===== src/rtl/uart_alu_pkg.sv =====
// Shared definitions for the UART/ALU command sequencer: state encoding,
// ALU opcodes and the opcode-validity check.
package uart_alu_pkg;

   localparam int NB_OP_DEFAULT = 6;

   typedef logic [2:0] state_t;

   localparam state_t WAIT_A  = 3'd0;
   localparam state_t WAIT_B  = 3'd1;
   localparam state_t WAIT_OP = 3'd2;
   localparam state_t CALC    = 3'd3;
   localparam state_t SEND    = 3'd4;
   localparam state_t WAIT_TX = 3'd5;

   localparam logic [NB_OP_DEFAULT-1:0] OP_ADD = 6'b100000;
   localparam logic [NB_OP_DEFAULT-1:0] OP_SUB = 6'b100010;
   localparam logic [NB_OP_DEFAULT-1:0] OP_AND = 6'b100100;
   localparam logic [NB_OP_DEFAULT-1:0] OP_OR  = 6'b100101;
   localparam logic [NB_OP_DEFAULT-1:0] OP_XOR = 6'b100110;
   localparam logic [NB_OP_DEFAULT-1:0] OP_NOR = 6'b100111;
   localparam logic [NB_OP_DEFAULT-1:0] OP_SRA = 6'b000011;
   localparam logic [NB_OP_DEFAULT-1:0] OP_SRL = 6'b000010;

   function automatic logic is_valid_op(input logic [NB_OP_DEFAULT-1:0] i_op);
      case (i_op)
         OP_ADD, OP_SUB, OP_AND, OP_OR,
         OP_XOR, OP_NOR, OP_SRA, OP_SRL: return 1'b1;
         default:                        return 1'b0;
      endcase
   endfunction

endpackage


===== src/rtl/uart_timeout_cnt.sv =====
// Baud-tick counter with synchronous clear and a terminal-count flag that is
// high when an enabled tick lands on the last count.
module uart_timeout_cnt #(
   parameter int TIMEOUT_TICKS = 640
) (
   input  logic i_clock,
   input  logic i_reset,
   input  logic i_clear,
   input  logic i_enable,
   output logic o_terminal
);

   localparam int NB_CNT = $clog2(TIMEOUT_TICKS);
   localparam logic [NB_CNT-1:0] LAST = NB_CNT'(TIMEOUT_TICKS - 1);

   logic [NB_CNT-1:0] r_count;

   always_ff @(posedge i_clock or posedge i_reset) begin
      if (i_reset) begin
         r_count <= '0;
      end else if (i_clear) begin
         r_count <= '0;
      end else if (i_enable) begin
         if (r_count == LAST) r_count <= '0;
         else                 r_count <= r_count + 1'b1;
      end
   end

   assign o_terminal = i_enable && (r_count == LAST);

endmodule


===== src/rtl/uart_alu_ctrl.sv =====
// Sequencer that gathers operand A, operand B and opcode from the UART
// receiver, drives the ALU and sends the result back through the transmitter.
module uart_alu_ctrl
   import uart_alu_pkg::*;
#(
   parameter int NB_DATA       = 8,
   parameter int NB_OP         = NB_OP_DEFAULT,
   parameter int TIMEOUT_TICKS = 640
) (
   input  logic               i_clock,
   input  logic               i_reset,
   input  logic               i_s_tick,
   input  logic               i_rx_done_tick,
   input  logic [NB_DATA-1:0] i_rx_data,
   input  logic [NB_DATA-1:0] i_alu_result,
   input  logic               i_tx_done_tick,
   output logic [NB_DATA-1:0] o_data_a,
   output logic [NB_DATA-1:0] o_data_b,
   output logic [NB_OP-1:0]   o_op,
   output logic               o_tx_start,
   output logic [NB_DATA-1:0] o_tx_data,
   output logic               o_busy,
   output logic               o_error
);

   state_t             r_state;
   state_t             w_next_state;
   logic [NB_DATA-1:0] r_data_a;
   logic [NB_DATA-1:0] r_data_b;
   logic [NB_OP-1:0]   r_op;
   logic [NB_DATA-1:0] r_tx_data;
   logic               r_error;
   logic               w_error_set;
   logic               w_in_timed;
   logic               w_timeout;
   logic               w_op_valid;
   logic               w_tx_start;
   logic               w_busy;

   // Opcode bytes with any bit above the opcode field set are rejected too.
   assign w_op_valid = is_valid_op(i_rx_data[NB_OP-1:0]) &&
                       (i_rx_data[NB_DATA-1:NB_OP] == '0);

   assign w_in_timed = (r_state == WAIT_B) || (r_state == WAIT_OP);

   uart_timeout_cnt #(
      .TIMEOUT_TICKS (TIMEOUT_TICKS)
   ) u_timeout_cnt (
      .i_clock    (i_clock),
      .i_reset    (i_reset),
      .i_clear    (i_rx_done_tick || !w_in_timed),
      .i_enable   (i_s_tick && w_in_timed),
      .o_terminal (w_timeout)
   );

   always_ff @(posedge i_clock or posedge i_reset) begin
      if (i_reset) r_state <= WAIT_A;
      else         r_state <= w_next_state;
   end

   // A received byte always takes priority over a coincident timeout.
   always_comb begin
      w_next_state = r_state;
      w_error_set  = 1'b0;
      case (r_state)
         WAIT_A: begin
            if (i_rx_done_tick) w_next_state = WAIT_B;
         end
         WAIT_B: begin
            if (i_rx_done_tick) begin
               w_next_state = WAIT_OP;
            end else if (w_timeout) begin
               w_next_state = WAIT_A;
               w_error_set  = 1'b1;
            end
         end
         WAIT_OP: begin
            if (i_rx_done_tick) begin
               w_next_state = w_op_valid ? CALC : WAIT_A;
               w_error_set  = !w_op_valid;
            end else if (w_timeout) begin
               w_next_state = WAIT_A;
               w_error_set  = 1'b1;
            end
         end
         CALC: begin
            w_next_state = SEND;
            w_error_set  = i_rx_done_tick;
         end
         SEND: begin
            w_next_state = WAIT_TX;
            w_error_set  = i_rx_done_tick;
         end
         WAIT_TX: begin
            if (i_tx_done_tick) w_next_state = WAIT_A;
            w_error_set = i_rx_done_tick;
         end
         default: w_next_state = WAIT_A;
      endcase
   end

   always_comb begin
      w_busy     = (r_state != WAIT_A);
      w_tx_start = (r_state == SEND);
   end

   // The result is sampled in CALC, a full cycle after o_op was updated.
   always_ff @(posedge i_clock or posedge i_reset) begin
      if (i_reset) begin
         r_data_a  <= '0;
         r_data_b  <= '0;
         r_op      <= '0;
         r_tx_data <= '0;
         r_error   <= 1'b0;
      end else begin
         if (r_state == WAIT_A && i_rx_done_tick) r_data_a <= i_rx_data;
         if (r_state == WAIT_B && i_rx_done_tick) r_data_b <= i_rx_data;
         if (r_state == WAIT_OP && i_rx_done_tick && w_op_valid)
            r_op <= i_rx_data[NB_OP-1:0];
         if (r_state == CALC) r_tx_data <= i_alu_result;
         r_error <= w_error_set;
      end
   end

   assign o_data_a   = r_data_a;
   assign o_data_b   = r_data_b;
   assign o_op       = r_op;
   assign o_tx_data  = r_tx_data;
   assign o_tx_start = w_tx_start;
   assign o_busy     = w_busy;
   assign o_error    = r_error;

endmodule


===== config.mk =====
export PLATFORM = sky130hd
export DESIGN_NAME = uart_alu_ctrl
export DESIGN_NICKNAME = d
export VERILOG_FILES = /design/src/rtl/uart_alu_pkg.sv /design/src/rtl/uart_timeout_cnt.sv /design/src/rtl/uart_alu_ctrl.sv
export SDC_FILE = /design/constraint.sdc
export NUM_CORES = 1
export LEC_CHECK = 0
export ABC_AREA = 1
export CELL_PAD_IN_SITES_DETAIL_PLACEMENT = 0
export CELL_PAD_IN_SITES_GLOBAL_PLACEMENT = 2
export CORE_MARGIN = 1.5
export CORE_UTILIZATION = 28
export DETAILED_ROUTE_END_ITERATION = 10
export PLACE_DENSITY_LB_ADDON = 0.1
export SYNTH_ARGS = -nofsm -noshare
export SYNTH_HDL_FRONTEND = slang
export SYNTH_SLANG_ARGS = --single-unit

===== constraint.sdc =====
create_clock -name i_clock -period 1.65 [get_ports i_clock]
set_input_delay 0.33 -clock i_clock [delete_from_list [all_inputs] [get_ports i_clock]]
set_output_delay 0.33 -clock i_clock [all_outputs]
set_load 0.03 [all_outputs]

==> impl_metrics.tcl <==
set metrics [dict create \
    clock_sinks 44 \
    synth_top_family_by_area "simple AND/OR/NAND/NOR gates" \
    drive_gt1_share_pct 14.06 \
    crit_end "o_tx_start" \
    r2r_setup_slack_ps 160 \
    dpl_cell_area_mm2 0.002816 \
    end_kind "output pin" \
    reg2reg_depth 9 \
    p_leak_nw 1.491 \
    rsz0062_at_grt "no" \
    final_antenna_net_count 0 \
    maxCapViolCount 0 \
    synthXorXnorAreaFrac_pct 0.4287 \
    overflow 0 \
    syn-cell-area_mm2 0.002043 \
    clock_latency_ps 290 \
    dp.cells 407 \
    num_io_pins 54 \
    routed_wl_um 4780 \
    worstMarginPinSlew_ps 338.2 \
    grt_pass1_vias 1672 \
    grt_max_degree 45 \
    muxShareOfSynthArea_pct 0 \
    final_nets 341 \
    seq_area_mm2 0.001101 \
    synthSimpleGateAreaFrac_pct 28.54 \
    synth_seq_cells 44 \
    post-dp-hpwl_um 3522 \
    fin_cells 416 \
    start_util_pct 29.58 \
    startpoint "r_state[0]$_DFFE_PP0P_" \
    yosys_warnings 0 \
    synth_area_leaders "dfrtp_1 (54%), nand2_1 (16%), inv_1 (4.6%)" \
    io_buffer_count 53 \
    cts_buffer_depth 2 \
    clock_skew_ps 1.948 \
    drc 0 \
    cts_tree "yes" \
    core_area_mm2 0.006907 \
    antenna_cells 0 \
    yosysMostFrequentCell "nand2_1" \
    cp_max_fo 5 \
    synth_common_cells "nand2_1 (85), dfrtp_1 (44), inv_1 (25)" \
    powerDensity_mw_per_mm2 1608 \
    multiInputGateArea_um2 822.0 \
    wl_per_cell_um 11.49 \
    max_freq_ghz 0.6498 \
    start_kind "flip-flop" \
    h-tree-depth 2 \
    timing.rr.start "r_state[1]$_DFFE_PP0P_" \
    dieArea_mm2 0.007819 \
    criticalPathCategory "reg -> out" \
    synth_largest_area_cell "dfrtp_1" \
    hold_path.class "in -> async" \
    relSlewSlack_pct 77.40 \
    required_ps 1320 \
    power_mw 4.668 \
    antenna_found_initial 0 \
    setup_violations 0 \
    vias 1756 \
    fp.dieW_um 88.43 \
    worstPathArrival_ps 1210 \
    synth-edff-count 0 \
    areaGrowthSynthToFinish_pct 42.07 \
    synth_cell_types 27 \
    cts_inserted_buffers 5 \
    grt_pass1_wl_um 8114 \
    r2r_end "u_timeout_cnt.r_count[7]$_DFFE_PP0P_" \
    drt_iter0_markers 80 \
    final_hold_viol_count 0 \
    synth_seq_area_share_pct 53.89 \
    utilization_pct 42.03 \
    synth_fa_ha_area_share_pct 0.6124 \
    globalplace.congestion 0.7445 \
    fp.dieH_um 88.43 \
    fin_crit_sh_pct 93.27 \
    avgSynthCellArea_um2 8.374 \
    drt_pre_antenna_iters 4 \
    ir_worst_vdd_v 0.0006159 \
    clkTransAtPathRegs_ps 80 \
    min_period_ps 1539 \
    outcome "completed" \
    synth_ff_type "dfrtp_1" \
    fill_cells 759 \
    viasPerCell 4.221 \
    synth_top_area_share_pct 53.89 \
    synth_compound_area_share_pct 10.10 \
    fp-row-count 30 \
    maxSlewViolCount 0 \
    async_flop_share_pct 100.0 \
    layout.cell_area.non_filler_mm2 0.002903 \
    ctsRootBufferMaster "clkbuf_8" \
    syn_nets 266 \
    synth_cells 244 \
    grt_usage_pct 13.47 \
]
[worst min path at each step]
stage                                     to  slack, ps  cells after the start
CTS                 o_tx_data[2]$_DFFE_PP0N_        390                      3
finish               o_data_a[6]$_DFFE_PP0P_        390                      3
detailed placement       o_op[4]$_DFFE_PP0P_        460                      2
global placement    o_tx_data[3]$_DFFE_PP0N_        450                      2
floorplan           o_tx_data[0]$_DFFE_PP0N_        450                      2
global route         o_data_b[3]$_DFFE_PP0P_        400                      3
[flip-flops by register name, summed over array words and instances, names as in the netlist]
register / count
u_timeout_cnt.r_count: 10
o_data_b: 8
o_data_a: 8
o_op: 6
r_state: 3
o_tx_data: 8
o_error: 1
[placed cells by master, fill, tap and decap left out]
| master | instances |
|---|---|
| a21boi_0 | 1 |
| a21oi_1 | 9 |
| a31oi_1 | 1 |
| buf_12 | 1 |
| buf_4 | 19 |
| bufinv_16 | 1 |
| clkbuf_1 | 1 |
| clkbuf_2 | 1 |
| clkbuf_8 | 5 |
| clkdlybuf4s50_1 | 20 |
| clkinv_1 | 1 |
| clkinv_2 | 1 |
| dfrtp_1 | 44 |
| dlygate4sd2_1 | 30 |
| dlymetal6s2s_1 | 1 |
| ha_1 | 1 |
| inv_1 | 24 |
| inv_2 | 4 |
| nand2_1 | 85 |
| nand2_2 | 1 |
| nand2_4 | 2 |
| nand3_1 | 12 |
| nand3_2 | 1 |
| nand3_4 | 1 |
| nand4_1 | 2 |
| nor2_1 | 16 |
| nor2_4 | 2 |
| nor2_8 | 1 |
| nor3_1 | 1 |
| nor3_4 | 2 |
| o211ai_1 | 2 |
| o21ai_0 | 18 |
| o21ai_1 | 5 |
| o21ai_2 | 2 |
| or2_2 | 1 |
| xor2_1 | 1 |
[cells by family (layout without fill, tap and decap cells)]
kind of cell               after synthesis  after routing
AOI/OAI and AO/OA                       38             38
xor gates and xnor gates                 1              1
adders and majority gates                1              1
buffers and inverters                   33            109
DFF                                     44             44
and+or+nand+nor                        127            127
[layout make-up]
cell class	count	share of cell area, %
clock buffer	6	2.500
timing repair buffer	72	22.16
sequential	44	37.93
clock inverter	2	1.207
multi-input combinational	167	28.32
inverter	29	3.750
tap	96	4.138
[critical path, stage by stage (launching register included)]
cell and delay, ps:
dfrtp_1 380, buf_4 150, nor3_4 200, buf_4 190
[through the flow]
stage	TNS [ps]	hold WS, ps	setup slack, ps
detailed placement	-466.5	457.5	-88.74
floorplan	0	446.7	31.07
global route	0	402.0	10.37
global placement	-358.2	452.5	-69.96
CTS	0	393.1	22.52
finish	0	387.7	111.0
[repair_timing]
item,in CTS,in global routing
hold buffers,0,0
setup endpoints to repair,32,3
pin swaps,0,0
resized for setup,32,4
gates cloned,0,0
buffers inserted,1,0
[power breakdown]
| part | switching, mW | leakage, nW | internal, mW | total (mW) |
|---|---|---|---|---|
| registers | 0.159 | 0.571 | 1.43 | 1.58 |
| logic | 1.48 | 0.865 | 0.790 | 2.27 |
| clock network | 0.367 | 0.0552 | 0.450 | 0.817 |
[routing by layer]
layer / global-route usage [%] / wire [um] / up-vias
li1: - / - / 923
met1: 19.07 / 2376 / 792
met5: 0 / 0 / -
met2: 20.75 / 2166 / 35
met3: 2.985 / 193 / 6
met4: 3.835 / 43 / 0
Note: power is estimated with default switching activity, not from simulation.
